==> config.mk <==
export PLATFORM = sky130hd
export DESIGN_NAME = double_pulse
export DESIGN_NICKNAME = d
export VERILOG_FILES = /design/src/rtl/double_pulse.sv
export SDC_FILE = /design/constraint.sdc
export NUM_CORES = 1
export LEC_CHECK = 0
export CAP_MARGIN = 20
export CORE_ASPECT_RATIO = 0.5
export CORE_MARGIN = 1
export CORE_UTILIZATION = 45
export DETAILED_ROUTE_END_ITERATION = 12
export GPL_ROUTABILITY_DRIVEN = 1
export MAX_ROUTING_LAYER = met4
export SYNTH_ARGS = -nofsm -noshare
export SYNTH_HDL_FRONTEND = slang
export SYNTH_SLANG_ARGS = --single-unit
==> constraint.sdc <==
create_clock -name clk -period 3.1 [get_ports clk]
set_input_delay 0.62 -clock clk [delete_from_list [all_inputs] [get_ports clk]]
set_output_delay 0.62 -clock clk [all_outputs]
set_load 0.01 [all_outputs]
==> src/rtl/double_pulse.sv <==
// double_pulse: double-pulse test (DPT) gate-drive sequencer.
//
// A rising edge on TEM (after a 2-flop synchroniser and an edge register)
// launches one fixed K1 sequence: PULSE1 (T_ON1 cycles high), GAP (T_OFF
// cycles low) and PULSE2 (T_ON2 cycles high). The block then waits in DONE
// until TEM is released, so one press produces exactly one sequence.
//
// Optional feature, macro DP_SYNC_RECT_EN: when defined, the high-side gate
// K2 is driven inside GAP with DEAD cycles of dead time on both sides of the
// K1 edges. When undefined, K2 is constant 0.
//
// "enable" is the synchronous active-high reset of this block.

module double_pulse #(
  parameter int T_ON1 = 2000,
  parameter int T_OFF = 500,
  parameter int T_ON2 = 500,
  parameter int DEAD  = 10,
  parameter int CNT_W = 16
) (
  input  logic clk,
  input  logic enable,
  input  logic TEM,
  output logic K1,
  output logic K2
);

  typedef enum logic [2:0] {
    IDLE   = 3'd0,
    PULSE1 = 3'd1,
    GAP    = 3'd2,
    PULSE2 = 3'd3,
    DONE   = 3'd4
  } state_t;

  // Down-counter reload values: a phase of length P runs P-1 .. 0.
  localparam logic [CNT_W-1:0] LD_ON1 = CNT_W'(T_ON1 - 1);
  localparam logic [CNT_W-1:0] LD_OFF = CNT_W'(T_OFF - 1);
  localparam logic [CNT_W-1:0] LD_ON2 = CNT_W'(T_ON2 - 1);

  state_t           state_reg;
  logic [CNT_W-1:0] cnt_reg;
  logic             k1_reg;
  logic             k2_reg;

  // sync_reg[0] = s1, sync_reg[1] = s2, sync_reg[2] = s3 (edge register).
  logic [2:0]       sync_reg;
  logic             tem_s2;
  logic             tem_rise;

  // K2 decisions, produced by the optional synchronous-rectification logic.
  logic             k2_start_next;  // K2 value on the PULSE1 -> GAP edge
  logic             k2_gap_next;    // K2 value on a non-final GAP edge

  assign tem_s2   = sync_reg[1];
  assign tem_rise = sync_reg[1] & ~sync_reg[2];

  // Synchronise TEM into clk and keep one extra stage for edge detection.
  always_ff @(posedge clk) begin
    if (enable) begin
      sync_reg <= 3'b000;
    end else begin
      sync_reg <= {sync_reg[1:0], TEM};
    end
  end

`ifdef DP_SYNC_RECT_EN
  // K2 is only worth driving when the gap can hold two dead times.
  localparam bit             SR_OK      = (T_OFF > 2 * DEAD);
  localparam logic [CNT_W:0] K2_ON_IDX  = (CNT_W + 1)'(DEAD);
  localparam logic [CNT_W:0] K2_OFF_IDX = SR_OK ? (CNT_W + 1)'(T_OFF - DEAD)
                                                : '0;

  // Edges since K1 fell: the counter runs T_OFF-1 .. 0 in GAP, so the edge
  // being taken with count c is edge (T_OFF - c) after the falling edge.
  logic [CNT_W:0] gap_idx;
  assign gap_idx = (CNT_W + 1)'(T_OFF) - {1'b0, cnt_reg};

  // K2 high on edges DEAD .. T_OFF-DEAD-1 after K1 falls.
  assign k2_gap_next   = SR_OK && (gap_idx >= K2_ON_IDX) && (gap_idx < K2_OFF_IDX);
  assign k2_start_next = SR_OK && (DEAD == 0);
`else
  // High-side stays off; the freewheel diode carries current during GAP.
  assign k2_gap_next   = 1'b0;
  assign k2_start_next = 1'b0;

  // DEAD only matters when synchronous rectification is compiled in.
  logic unused_dead;
  assign unused_dead = (DEAD < 0);
`endif

  // Sequencer FSM with registered gate outputs.
  always_ff @(posedge clk) begin
    if (enable) begin
      state_reg <= IDLE;
      cnt_reg   <= '0;
      k1_reg    <= 1'b0;
      k2_reg    <= 1'b0;
    end else begin
      case (state_reg)
        IDLE: begin
          k1_reg <= 1'b0;
          k2_reg <= 1'b0;
          if (tem_rise) begin
            state_reg <= PULSE1;
            cnt_reg   <= LD_ON1;
            k1_reg    <= 1'b1;
          end
        end

        PULSE1: begin
          if (cnt_reg == '0) begin
            state_reg <= GAP;
            cnt_reg   <= LD_OFF;
            k1_reg    <= 1'b0;
            k2_reg    <= k2_start_next;
          end else begin
            cnt_reg <= cnt_reg - 1'b1;
          end
        end

        GAP: begin
          if (cnt_reg == '0) begin
            state_reg <= PULSE2;
            cnt_reg   <= LD_ON2;
            k1_reg    <= 1'b1;
            k2_reg    <= 1'b0;
          end else begin
            cnt_reg <= cnt_reg - 1'b1;
            k2_reg  <= k2_gap_next;
          end
        end

        PULSE2: begin
          if (cnt_reg == '0) begin
            state_reg <= DONE;
            k1_reg    <= 1'b0;
            k2_reg    <= 1'b0;
          end else begin
            cnt_reg <= cnt_reg - 1'b1;
          end
        end

        DONE: begin
          k1_reg <= 1'b0;
          k2_reg <= 1'b0;
          // Re-arm only once TEM has been released.
          if (!tem_s2) begin
            state_reg <= IDLE;
          end
        end

        default: begin
          state_reg <= IDLE;
          cnt_reg   <= '0;
          k1_reg    <= 1'b0;
          k2_reg    <= 1'b0;
        end
      endcase
    end
  end

  assign K1 = k1_reg;
  assign K2 = k2_reg;

endmodule

==> reports/metrics.cfg, run 1 <==
[sta]
finalSetupViolCount = 0
slew_viol_final = 0
fin_crit_sh_pct = 88.2
fin_setup_tns_ns = 0
slew_headroom_pct = 47.5
fmax_mhz = 366
finalCriticalPeriod_ns = 2.74
worstMarginPinSlew_ns = 0.785
rsz0062_at_grt = false
hold_viol_final = 0
skew_ns = 0.00946

[place]
dp_cells = 212
portBuffers = 3
placed_cell_area_sq_um = 1490
dp_hpwl_um = 2590
globalplace.congestion = 0.908

[floorplan]
die_area_sq_um = 3450
core_sq_um = 3030
chipHeight_um = 42.0
fp-row-count = 14
ioPinCount = 5
start_util_pct = 47.6
fp.dieW_um = 82.0

[finish]
layout.nets = 182
largest_reg_flops = 16
syn2layout_area_growth_pct = 7.03
fin_area_sq_um = 1540
final_cells = 216
diodes = 0
multi_input_comb_area_sq_um = 897
drive_gt1_share_pct = 11.9
nFillCells = 295
seq_area_sq_um = 460

[clock_tree]
ctsRootBufferMaster = clkbuf_8
cts_tree = yes
htree_levels = 1
cts_hold_buf = 0
cts_setup_buffers = 0
clk_pin_slew_worst_paths_ns = 0.09
cts_buffer_depth = 2
cts_buffers = 3
cts_sinks = 23
post_cts_resized = 0
worstSkewPairLatency_ns = 0.27

[detailed_routing]
first_iter_violations = 151
ant_nets = 0
viasPerCell = 6.24
firstDrtPassIters = 4
wirelength_um = 3620
wl_per_cell_um = 16.8
drc = 0
via_count = 1348

[yosys]
synthAdderAreaFrac_pct = 1.74
synth_area_sq_um = 1440
yosysUniqueCellTypes = 52
synth_xor_area_share_pct = 3.65
synth_top_family_by_area = simple AND/OR/NAND/NOR gates
synth_compound_area_share_pct = 26.6
synthesis.instances = 178
synth.most_common_cell = dfxtp_1
synth_top_area_share_pct = 31.9
syn-num-nets = 183
ys_warn_count = 0
synth-simple-area-share_pct = 29.3
synth.area.mux_share_pct = 0.694
ys_ff_latch = 23
avgSynthCellArea_sq_um = 8.10
synthFlopType = dfxtp_1
async_reset_ff_share_pct = 0
synth_edf_count = 0
yosysSeqAreaShare_pct = 31.9
synth_area_leaders = dfxtp_1 (32%), nor2_1 (4.7%), o21ai_0 (4.2%), xor2_1 (3.6%), a21oi_1 (3.5%)
synth_top_cells_by_count = dfxtp_1 (23), nor2_1 (18), o21ai_0 (12), a21oi_1 (10), clkbuf_1 (9)
synth_top_area_cell = dfxtp_1

[setup_path]
path_depth = 5
crit_type = reg2reg
cp_cell_sequence = or4_1, or4_4, o41ai_4, o21bai_1, o2bb2ai_1
path_max_fanout = 12
critical_path_buf_inv_count = 0
timing.rr.start = cnt_reg[6]
cp-start-kind = register
r2r_end = cnt_reg[9]
critPathRequiredTime_ns = 3.30
crit_path_end_kind = register
crit_family = simple AND/OR/NAND/NOR gates
reg2reg_slack_ns = 0.36
slowest_stage = o41ai_4
worst_r2r_path_depth = 5
worst_ep_arrival_time_ns = 2.93
slowest_delay_ns = 0.69

[hold_path]
whs_endpoint = sync_reg[1]
min_path_type = reg2reg
hold_start = sync_reg[0]
worstHoldPathCells = 1

[pwr]
p_per_area_nw_per_um2 = 642
p_leak_uw = 0.000563
peakVddDrop_mv = 0.244
finalPower_uw = 991

[global_route]
grt_use_total_pct = 24.2
antenna_found_initial = 0
gr-total-overflow = 0
grt_pass1_wl_um = 6040
grt_max_degree = 15
grt_pass1_vias = 1207

[run_status]
outcome = finished, final reports clean

[run]
maxCapViolCount = 0

## worst reg2reg max path: cells and delay by family (launching register included)
family	cells	cell delay (ns)
flops	1	0.36
compound gates	3	1.03
simple gates	2	1.25
## area by class of cell
| cell class | instances | area share [%] |
|---|---|---|
| multi-input combinational | 135 | 58.2 |
| sequential | 23 | 29.8 |
| timing repair buffer | 7 | 3.89 |
| tap | 40 | 3.24 |
| clock buffer | 3 | 2.68 |
| inverter | 7 | 1.70 |
| clock inverter | 1 | 0.487 |
## where the power goes
group / leakage (uW) / total, uW / internal [uW] / switching, uW
sequential: 0.000188 / 374 / 329 / 45.3
combinational: 0.000353 / 422 / 153 / 269
clock: 0.0000217 / 195 / 91.2 / 103
total: 0.000563 / 991 / 573 / 418
## logic make-up after synthesis
kind of cell | Yosys count
simple gates | 72
compound gates | 53
flops | 23
buf+inv | 20
xor+xnor | 6
fa+ha+maj | 2
other cells | 1
mux | 1
## through the flow
| step | hold WS (ns) | worst slack [ns] | util, % |
|---|---|---|---|
| global placement | 0.446 | 0.504 | 49.3 |
| global route | 0.491 | 0.268 | 50.9 |
| detailed placement | 0.444 | 0.419 | 49.3 |
| floorplan | 0.414 | 0.724 | - |
| finish | 0.480 | 0.364 | 50.9 |
| CTS | 0.470 | 0.382 | 50.9 |
## how the worst max path moves through the flow
stage                          start          end  slack, ns
after floorplan           cnt_reg[6]   cnt_reg[6]       0.72
after global placement    cnt_reg[6]   cnt_reg[9]       0.50
after detailed placement  cnt_reg[6]   cnt_reg[9]       0.42
after CTS                 cnt_reg[6]   cnt_reg[9]       0.38
after global routing      cnt_reg[6]  cnt_reg[14]       0.27
final                     cnt_reg[6]   cnt_reg[9]       0.36
## layer usage
| metal | global-route usage [%] | up-vias | share of wire [%] |
|---|---|---|---|
| met5 | - | - | 0 |
| met4 | 5.26 | 0 | 1.1 |
| met3 | 6.09 | 7 | 9.5 |
| met2 | 32.6 | 48 | 42 |
| met1 | 35.8 | 638 | 48 |
| li1 | - | 655 | - |
## cell usage in the layout (no fill, tap or decap), drive strengths merged, types with 6 or more instances in the layout
cell   instances
nor3           7
nor2          19
o21ai         12
inv            7
dfxtp         23
xor2           6
a21oi         10
nand2          7
Power figures use the tool's default switching activity.
==> inputs of run 2 (changes only) <==
--- a/config.mk
+++ b/config.mk
@@ -10,7 +10,6 @@
 export CORE_MARGIN = 1
 export CORE_UTILIZATION = 45
 export DETAILED_ROUTE_END_ITERATION = 12
-export GPL_ROUTABILITY_DRIVEN = 1
 export MAX_ROUTING_LAYER = met4
 export SYNTH_ARGS = -nofsm -noshare
 export SYNTH_HDL_FRONTEND = slang
==> results of run 2 <==
Same layout as run 1: the final DEF is identical, and so are final timing and power.
==> inputs of run 3 (changes only) <==
--- a/config.mk
+++ b/config.mk
@@ -11,6 +11,7 @@
 export CORE_UTILIZATION = 45
 export DETAILED_ROUTE_END_ITERATION = 12
 export MAX_ROUTING_LAYER = met4
+export SLEW_MARGIN = 5
 export SYNTH_ARGS = -nofsm -noshare
 export SYNTH_HDL_FRONTEND = slang
 export SYNTH_SLANG_ARGS = --single-unit
==> results of run 3 <==
Same layout as run 1: the final DEF is identical, and so are final timing and power.
